[config.mk]
export PLATFORM = sky130hd
export DESIGN_NAME = spi_flash_rd
export DESIGN_NICKNAME = d
export VERILOG_FILES = /design/src/rtl/spi_flash_rd.sv
export SDC_FILE = /design/constraint.sdc
export NUM_CORES = 1
export LEC_CHECK = 0
export CAP_MARGIN = 40
export CELL_PAD_IN_SITES_DETAIL_PLACEMENT = 1
export CELL_PAD_IN_SITES_GLOBAL_PLACEMENT = 1
export CORE_UTILIZATION = 32
export DETAILED_ROUTE_END_ITERATION = 6
export PLACE_DENSITY_LB_ADDON = 0.15
export SLEW_MARGIN = 20
export SYNTH_ARGS = -nofsm -noshare
export SYNTH_HDL_FRONTEND = slang
export SYNTH_SLANG_ARGS = --single-unit
[constraint.sdc]
create_clock -name clk -period 2.4 [get_ports clk]
set_input_delay 0.36 -clock clk [delete_from_list [all_inputs] [get_ports clk]]
set_output_delay 0.36 -clock clk [all_outputs]
set_load 0.02 [all_outputs]
[src/rtl/spi_flash_rd.sv]
// ============================================================================
//  Module      : spi_flash_rd
//  Description : Autonomous serial-flash READ sequencer.  Acts as bus master
//                of an SPI master register block.  It programs the divider,
//                drops flash chip-select, then pushes the command, the 24-bit
//                address (and a dummy byte in fast-read builds) followed by one
//                0x00 fill byte per requested byte, and streams every received
//                data byte out on rdata/rvalid.
//                Build option: define FLASH_FAST_READ_EN for command 0x0B with
//                one dummy byte; otherwise command 0x03 without dummy.
//  Revision    : 1.0 - initial release
// ============================================================================
`default_nettype none

module spi_flash_rd #(
    parameter int             DW       = 32,
    parameter logic [DW-1:0]  SPI_BASE = '0,
    parameter int             DIV_LOG2 = 1,
    parameter int             LENW     = 16,
    parameter int             CS_GAP   = 4
) (
    input  logic            clk,
    input  logic            rstn,
    input  logic            start,
    input  logic [23:0]     req_adrs,
    input  logic [LENW-1:0] req_len,
    output logic            busy,
    output logic [7:0]      rdata,
    output logic            rvalid,
    output logic            done,
    output logic            flash_csn,
    output logic            m_cs,
    output logic            m_rd,
    output logic            m_we,
    output logic [DW-1:0]   m_adrs,
    output logic [DW-1:0]   m_din,
    input  logic [DW-1:0]   m_dout
);

`ifdef FLASH_FAST_READ_EN
    localparam int          HDR_N = 5;
    localparam logic [7:0]  CMD   = 8'h0B;
`else
    localparam int          HDR_N = 4;
    localparam logic [7:0]  CMD   = 8'h03;
`endif

    localparam int             GAPW   = $clog2(CS_GAP + 1);
    localparam logic [DW-1:0]  A_DATA = SPI_BASE;
    localparam logic [DW-1:0]  A_STAT = SPI_BASE + DW'(4);
    localparam logic [DW-1:0]  A_DIV  = SPI_BASE + DW'(8);

    typedef enum logic [2:0] {
        S_INIT = 3'd0,
        S_IDLE = 3'd1,
        S_POLL = 3'd2,
        S_CHK  = 3'd3,
        S_WR   = 3'd4,
        S_RD   = 3'd5,
        S_CAP  = 3'd6,
        S_GAP  = 3'd7
    } state_t;

    state_t                 state_q;
    logic                   busy_q;
    logic                   rvalid_q;
    logic                   done_q;
    logic [7:0]             rdata_q;
    logic                   csn_q;
    logic                   cs_q;
    logic                   rd_q;
    logic                   we_q;
    logic [DW-1:0]          adrs_q;
    logic [DW-1:0]          din_q;
    logic [LENW-1:0]        len_q;       // fill bytes still to be sent
    logic [HDR_N*8-1:0]     hdr_q;       // header bytes, next one in the top byte
    logic [2:0]             hdr_left_q;  // header bytes still to be sent
    logic                   last_data_q; // byte on the wire is a data byte
    logic [GAPW-1:0]        gap_q;

    logic                   pending_d;
    logic [7:0]             byte_d;
    logic                   wr_d;
    logic                   fin_d;
    logic                   stat_idle;
    logic                   unused_dout_bits;

    assign stat_idle = m_dout[0];
    assign pending_d = (hdr_left_q != 3'd0) || (len_q != '0);
    assign byte_d    = (hdr_left_q != 3'd0) ? hdr_q[HDR_N*8-1 -: 8] : 8'h00;

    // The received byte must be picked up before another byte is launched, so
    // a finished data byte always goes through RD/CAP first.
    assign wr_d  = ((state_q == S_CHK) && stat_idle && !last_data_q && pending_d) ||
                   ((state_q == S_CAP) && pending_d);
    assign fin_d = ((state_q == S_CHK) && stat_idle && !last_data_q && !pending_d) ||
                   ((state_q == S_CAP) && !pending_d);

    assign unused_dout_bits = |m_dout[DW-1:8];

    assign busy      = busy_q;
    assign rdata     = rdata_q;
    assign rvalid    = rvalid_q;
    assign done      = done_q;
    assign flash_csn = csn_q;
    assign m_cs      = cs_q;
    assign m_rd      = rd_q;
    assign m_we      = we_q;
    assign m_adrs    = adrs_q;
    assign m_din     = din_q;

    // Sequencer: every bus strobe is registered and launched on entry to its state.
    always_ff @(posedge clk) begin
        if (!rstn) begin
            state_q     <= S_INIT;
            busy_q      <= 1'b1;
            rvalid_q    <= 1'b0;
            done_q      <= 1'b0;
            rdata_q     <= 8'h00;
            csn_q       <= 1'b1;
            cs_q        <= 1'b0;
            rd_q        <= 1'b0;
            we_q        <= 1'b0;
            adrs_q      <= SPI_BASE;
            din_q       <= '0;
            len_q       <= '0;
            hdr_q       <= '0;
            hdr_left_q  <= 3'd0;
            last_data_q <= 1'b0;
            gap_q       <= '0;
        end else begin
            cs_q     <= 1'b0;
            rd_q     <= 1'b0;
            we_q     <= 1'b0;
            rvalid_q <= 1'b0;
            done_q   <= 1'b0;

            unique case (state_q)
                S_INIT: begin
                    cs_q    <= 1'b1;
                    we_q    <= 1'b1;
                    adrs_q  <= A_DIV;
                    din_q   <= DW'(DIV_LOG2);
                    state_q <= S_IDLE;
                end
                S_IDLE: begin
                    csn_q <= 1'b1;
                    if (!busy_q && start && (req_len != '0)) begin
`ifdef FLASH_FAST_READ_EN
                        hdr_q <= {CMD, req_adrs, 8'h00};
`else
                        hdr_q <= {CMD, req_adrs};
`endif
                        hdr_left_q <= 3'(HDR_N);
                        len_q      <= req_len;
                        csn_q      <= 1'b0;
                        busy_q     <= 1'b1;
                        cs_q       <= 1'b1;
                        rd_q       <= 1'b1;
                        adrs_q     <= A_STAT;
                        state_q    <= S_POLL;
                    end else begin
                        busy_q <= 1'b0;
                    end
                end
                S_POLL: begin
                    state_q <= S_CHK;
                end
                S_CHK: begin
                    if (!stat_idle) begin
                        cs_q    <= 1'b1;
                        rd_q    <= 1'b1;
                        adrs_q  <= A_STAT;
                        state_q <= S_POLL;
                    end else if (last_data_q) begin
                        cs_q    <= 1'b1;
                        rd_q    <= 1'b1;
                        adrs_q  <= A_DATA;
                        state_q <= S_RD;
                    end
                end
                S_WR: begin
                    cs_q    <= 1'b1;
                    rd_q    <= 1'b1;
                    adrs_q  <= A_STAT;
                    state_q <= S_POLL;
                end
                S_RD: begin
                    state_q <= S_CAP;
                end
                S_CAP: begin
                    rdata_q     <= m_dout[7:0];
                    rvalid_q    <= 1'b1;
                    last_data_q <= 1'b0;
                end
                S_GAP: begin
                    if (gap_q <= GAPW'(1)) begin
                        busy_q  <= 1'b0;
                        state_q <= S_IDLE;
                    end else begin
                        gap_q <= gap_q - GAPW'(1);
                    end
                end
                default: begin
                    state_q <= S_INIT;
                end
            endcase

            // Launch the next byte (header byte or 0x00 fill byte).
            if (wr_d) begin
                cs_q    <= 1'b1;
                we_q    <= 1'b1;
                adrs_q  <= A_DATA;
                din_q   <= {{(DW-8){1'b0}}, byte_d};
                state_q <= S_WR;
                if (hdr_left_q != 3'd0) begin
                    hdr_q      <= hdr_q << 8;
                    hdr_left_q <= hdr_left_q - 3'd1;
                end else begin
                    len_q       <= len_q - LENW'(1);
                    last_data_q <= 1'b1;
                end
            end

            // Last data byte captured: release the flash and hold off for the gap.
            if (fin_d) begin
                csn_q   <= 1'b1;
                done_q  <= 1'b1;
                gap_q   <= GAPW'(CS_GAP);
                state_q <= S_GAP;
            end
        end
    end

endmodule

`default_nettype wire

After elaboration in Yosys (flattened, before gate mapping) --
Index checks and enable logic that the tools add are counted.
Storage, ports and cells: register bits after elaboration 113, bits of input ports 75, logic and storage cells 113
Cells by class: add/subtract/negate cells 3, $lt $le $gt $ge 1, equal/unequal tests 14, mux-type cells 45, bitwise operators 2, reductions and logical operators 31
Operators with widths (number):
- two-way mux 32 bit | 7
- one-hot mux 32 bit (4 select lines) | 1
- two-way mux 16 bit | 4
- two-way mux 3 bit | 13
- nonzero test 16 bit | 2
- two-way mux 8 bit | 3
- one-hot mux 3 bit (7 select lines) | 1
- subtractor 16 x 1 -> 16 bit, second input constant | 1
- two-way mux 1 bit | 13
- == test 3 bit, second input constant | 4
- nonzero test 9 bit | 1
- logical AND 1 bit | 8
- inequality test 4 bit, second input constant | 2
- == test 3 x 2 -> 1 bit, second input constant | 2
- inequality test 2 bit, second input constant | 3
- one-hot mux 1 bit (3 select lines) | 2
- AND reduction 2 bit | 3
- nonzero test 2 bit | 3
- OR reduction 2 bit | 3
- subtractor 3 x 1 -> 3 bit, second input constant | 2
- inequality test 5 bit, second input constant | 1
- AND reduction 4 bit | 1
- nonzero test 4 bit | 1
- == test 3 x 1 -> 1 bit, second input constant | 1
- 9 further kinds | 14

Longest topological paths before layout --
depth in word-level cells 7, depth in mapped cells 9

Worst setup path before layout --
OpenSTA, ideal clock, no wires.
path kind flip-flop to flip-flop, start reg len_q[6], end reg len_q[0], arrival time 1877 ps, required time 2285 ps, path slack 408 ps, stages on the path, launching flop included 9, path buffers 3, path through dfxtp_1 -> or4_1 -> buf_2 -> nand4b_4 -> buf_6 -> and2_4 -> buf_6 -> a22o_1 -> o21a_1
On the way: longest elaborated chain between the ends 5, elaborated cells on any way between the ends 6, classes of those cells mux (1); reduce/logical (5)
Ends and longest elaborated chain:
- start, declared | RTL line 75 | logic [LENW-1:0] len_q;
- start signal, assigned | RTL line 155 | len_q <= req_len;
- start signal, assigned | RTL line 220 | len_q <= len_q - LENW'(1);
- nonzero test 16 bit * | RTL line 89 | assign pending_d = (hdr_left_q != 3'd0) || (len_q != '0);
- logical OR 1 bit * | RTL line 89
- logical AND 1 bit, on equally long branches | RTL line 94, 95
- logical OR 1 bit * | RTL line 94 | assign wr_d = ((state_q == S_CHK) && stat_idle && !last_data_q && pending_d) ||
- two-way mux 16 bit * | RTL line 210 | if (wr_d) begin
Every way passes the cells marked *; elsewhere a longest branch is shown, timed or not. A chain may end at the register's enable or synchronous reset.

Worst setup path after layout --
start reg len_q[6], end reg din_q[3], in the netlist m_din[3]
On the way: longest elaborated chain between the ends 5, elaborated cells on any way between the ends 7, classes of those cells mux (1); reduce/logical (6)
Ends and longest elaborated chain:
- nonzero test 16 bit * | RTL line 89
- logical OR 1 bit * | RTL line 89
- logical AND 1 bit, on equally long branches | RTL line 94, 95
- logical OR 1 bit * | RTL line 94
- two-way mux 8 bit or nonzero test 2 bit (tied branches)
- end signal, assigned | RTL line 143 | din_q <= DW'(DIV_LOG2);
- end signal, assigned | RTL line 214 | din_q <= {{(DW-8){1'b0}}, byte_d};
- end, declared | RTL line 74 | logic [DW-1:0] din_q;
Marks and branches as above.

==> flow_summary.toml <==
[synth]
synth.yosys.seq_area_share = 0.4076
yosysUniqueCellTypes = 61
synth_area_per_cell_um2 = 8.285
synth_most_common_cell = "nand2_1"
synth_commonest_cells = "nand2_1 (91), dfxtp_1 (83), buf_4 (54)"
ys_ff_latch = 83
synth-edff-count = 0
synth_area_leaders = "dfxtp_1 (41%), buf_4 (9.9%), nand2_1 (8.4%)"
synth_ff_type = "dfxtp_1"
syn_area_mm2 = 0.004076
syn_inst = 492
ys.warnings.count = 0
synth_top_area_share = 0.4076
yosysTopAreaCell = "dfxtp_1"
synth-async-reset-ratio = 0

[clock_network]
cts_sinks = 83
cts_hold_buf = 0
insertion_delay_ns = 0.33
htree_levels = 3
clock-root-buffer = "clkbuf_16"
clock_tree.buffer_depth = 2
cts_made_buffers = 9
clkTransAtPathRegs_ns = 0.06
cts_tree = "built"

[timing]
whs_ns = 0.4533
hold_viol_final = 0
relSlewSlack = 0.5102
rsz0062_at_grt = "no"
period_minus_slack_ns = 2.253
setup_viol = 0
finalCritPeriodShare = 0.9386
fmax_mhz = 443.9
skew_ns = 0.005350
worstMarginPinSlew_ns = 0.7291
maxSlewViolCount = 0
fin_setup_tns_ns = 0
layout_setup_ws_ns = 0.1474

[floorplanning]
die_w_um = 114.9
start_util = 0.3338
io_pins = 154
die_y_um = 114.9
die_area_mm2 = 0.01319
fp-row-count = 40
core-area_mm2 = 0.01221

[placed_design]
place_inst = 735
gp_congestion = 0.7889
io_buffers = 75
dpl-instance-area_mm2 = 0.004956
pre_cts_ws_ns = 0.01753
place_hpwl_um = 7828

[critical_path]
slowest_delay_ns = 0.67
cp.required_ns = 2.67
cp-start-kind = "flip-flop"
worstPathCellList = "or4_1 > nand4b_4 > o21a_1 > nor3_4 > a32o_1"
critical-path-top-delay-family = "simple AND/OR/NAND/NOR gates"
crit_slowest_cell = "or4_1"
critPathKind = "reg -> reg"
critPathArrivalTime_ns = 2.53
critPathMaxFanout = 11
crit_buf_inv = 0
worstSetupEndpointType = "flip-flop"

[global_routing]
grt_first_pass_wirelength_um = 17860
grt_max_degree = 37
antenna_found_initial = 0
grt_pass1_vias = 3643
grt_overflow = 0
grtUsageTotal = 0.1725

[cells_and_area]
final_util = 0.4319
drive_above_1_share = 0.09811
finalInstanceArea_mm2 = 0.005274
final_cell_count_no_fill = 749
finalNetCount = 659
syn_to_final_growth_pct = 29.37
diodes = 0

[routing]
drt-total-wl_um = 10640
routed_via_density = 4.874
drt-pass1-iter-count = 4
postRouteAntennaNets = 0
drt-initial-drc-count = 179
vias = 3651
drc = 0
wl_per_cell_um = 14.20

[power]
leakage_nw = 1.977
peakVddDrop_mv = 0.3511
powerDensity_mw_per_mm2 = 700.5
p_total_mw = 3.694

[hold_path]
min_path_type = "reg -> reg"

[status]
status = "complete, no violations"

[run]
drv_cap = 0
-- repair_timing --
action / in CTS / in global routing
buffers inserted: 0 / 0
setup endpoints to repair: 0 / 10
resized for setup: 0 / 1
-- worst reg2reg max path, stage by stage, from the launching register on --
cell and delay, ns:
dfxtp_1 0.36, or4_1 0.67, nand4b_4 0.32, o21a_1 0.33
nor3_4 0.34, a32o_1 0.18
-- report_power, final --
| part | switching, mW | internal [mW] | total (mW) |
|---|---|---|---|
| clock | 0.523 | 0.957 | 1.48 |
| sequential | 0.0513 | 1.44 | 1.49 |
| combinational | 0.416 | 0.305 | 0.721 |
| total | 0.990 | 2.70 | 3.69 |
-- final cells by class --
cell class | instances | area, um2
Multi-Input combinational cell | 368 | 2042
Inverter | 11 | 41.29
Tap cell | 168 | 210.2
Clock buffer | 12 | 256.5
Fill cell | 1506 | 6938
Clock inverter | 2 | 60.06
Sequential cell | 83 | 1663
Timing Repair Buffer | 105 | 1001
-- per-layer routing --
layer	global-route usage	up-vias	wire length [um]
li1	-	1797	-
met1	0.2204	1755	4922
met2	0.2908	88	5127
met3	0.02372	11	412
met4	0.07446	0	174
met5	0	-	0
-- state kept, by name, indices dropped and copies added (netlist names), 2 cells and up --
| signal | flops |
|---|---|
| hdr_q | 32 |
| len_q | 16 |
| m_din | 8 |
| rdata | 8 |
| gap_q | 3 |
| hdr_left_q | 3 |
| state_q | 3 |
| m_adrs | 2 |
-- kinds of logic (layout without fill, tap and decap cells) --
family	count (synthesis)	after routing	synth area share
AND/OR/NAND/NOR	169	169	0.1989
XOR/XNOR	2	2	0.004298
other	1	54	0.0009199
multiplexers	6	6	0.01504
flip-flops	83	83	0.4076
adder cells (fa/ha/maj)	6	6	0.01842
buffers and inverters	94	130	0.1403
AO/OA/AOI/OAI	131	131	0.2146
-- cells in the final DEF, fill, tap and decap left out, types with 2 or more instances in the layout --
cell type	netlist	final
buf_4	54	28
nand3_1	6	6
nand2_1	91	91
dfxtp_1	83	82
clkbuf_8	0	2
a32o_1	7	7
a2bb2oi_1	2	2
inv_1	10	10
nor3_1	10	10
nor2b_1	2	2
conb_1	1	54
o221a_2	2	2
nand4_1	4	4
nor4_2	2	2
a22oi_1	7	7
o211ai_1	9	9
buf_12	0	2
o21a_1	2	2
or4_1	2	2
o2bb2a_1	2	2
a21oi_1	35	35
o22ai_1	2	2
clkdlybuf4s50_1	0	75
nor4_1	4	4
bufinv_16	0	2
or3_1	6	6
a31oi_1	21	21
o21ai_0	23	23
nor2_1	27	27
clkbuf_16	0	9
a32oi_1	2	2
a211oi_1	5	5
nand2b_1	4	4
ha_1	6	6
mux2i_1	5	5
-- worst paths after layout --
path,endpoint,cells after the start,startpoint,slack [ns]
max,m_din[3],5,len_q[6],0.15
min reg2reg,hdr_q[2],2,hdr_q[2],0.45
max reg2reg,m_din[3],5,len_q[6],0.15
min,hdr_q[2],2,hdr_q[2],0.45
(Power assumes the default switching activity.)
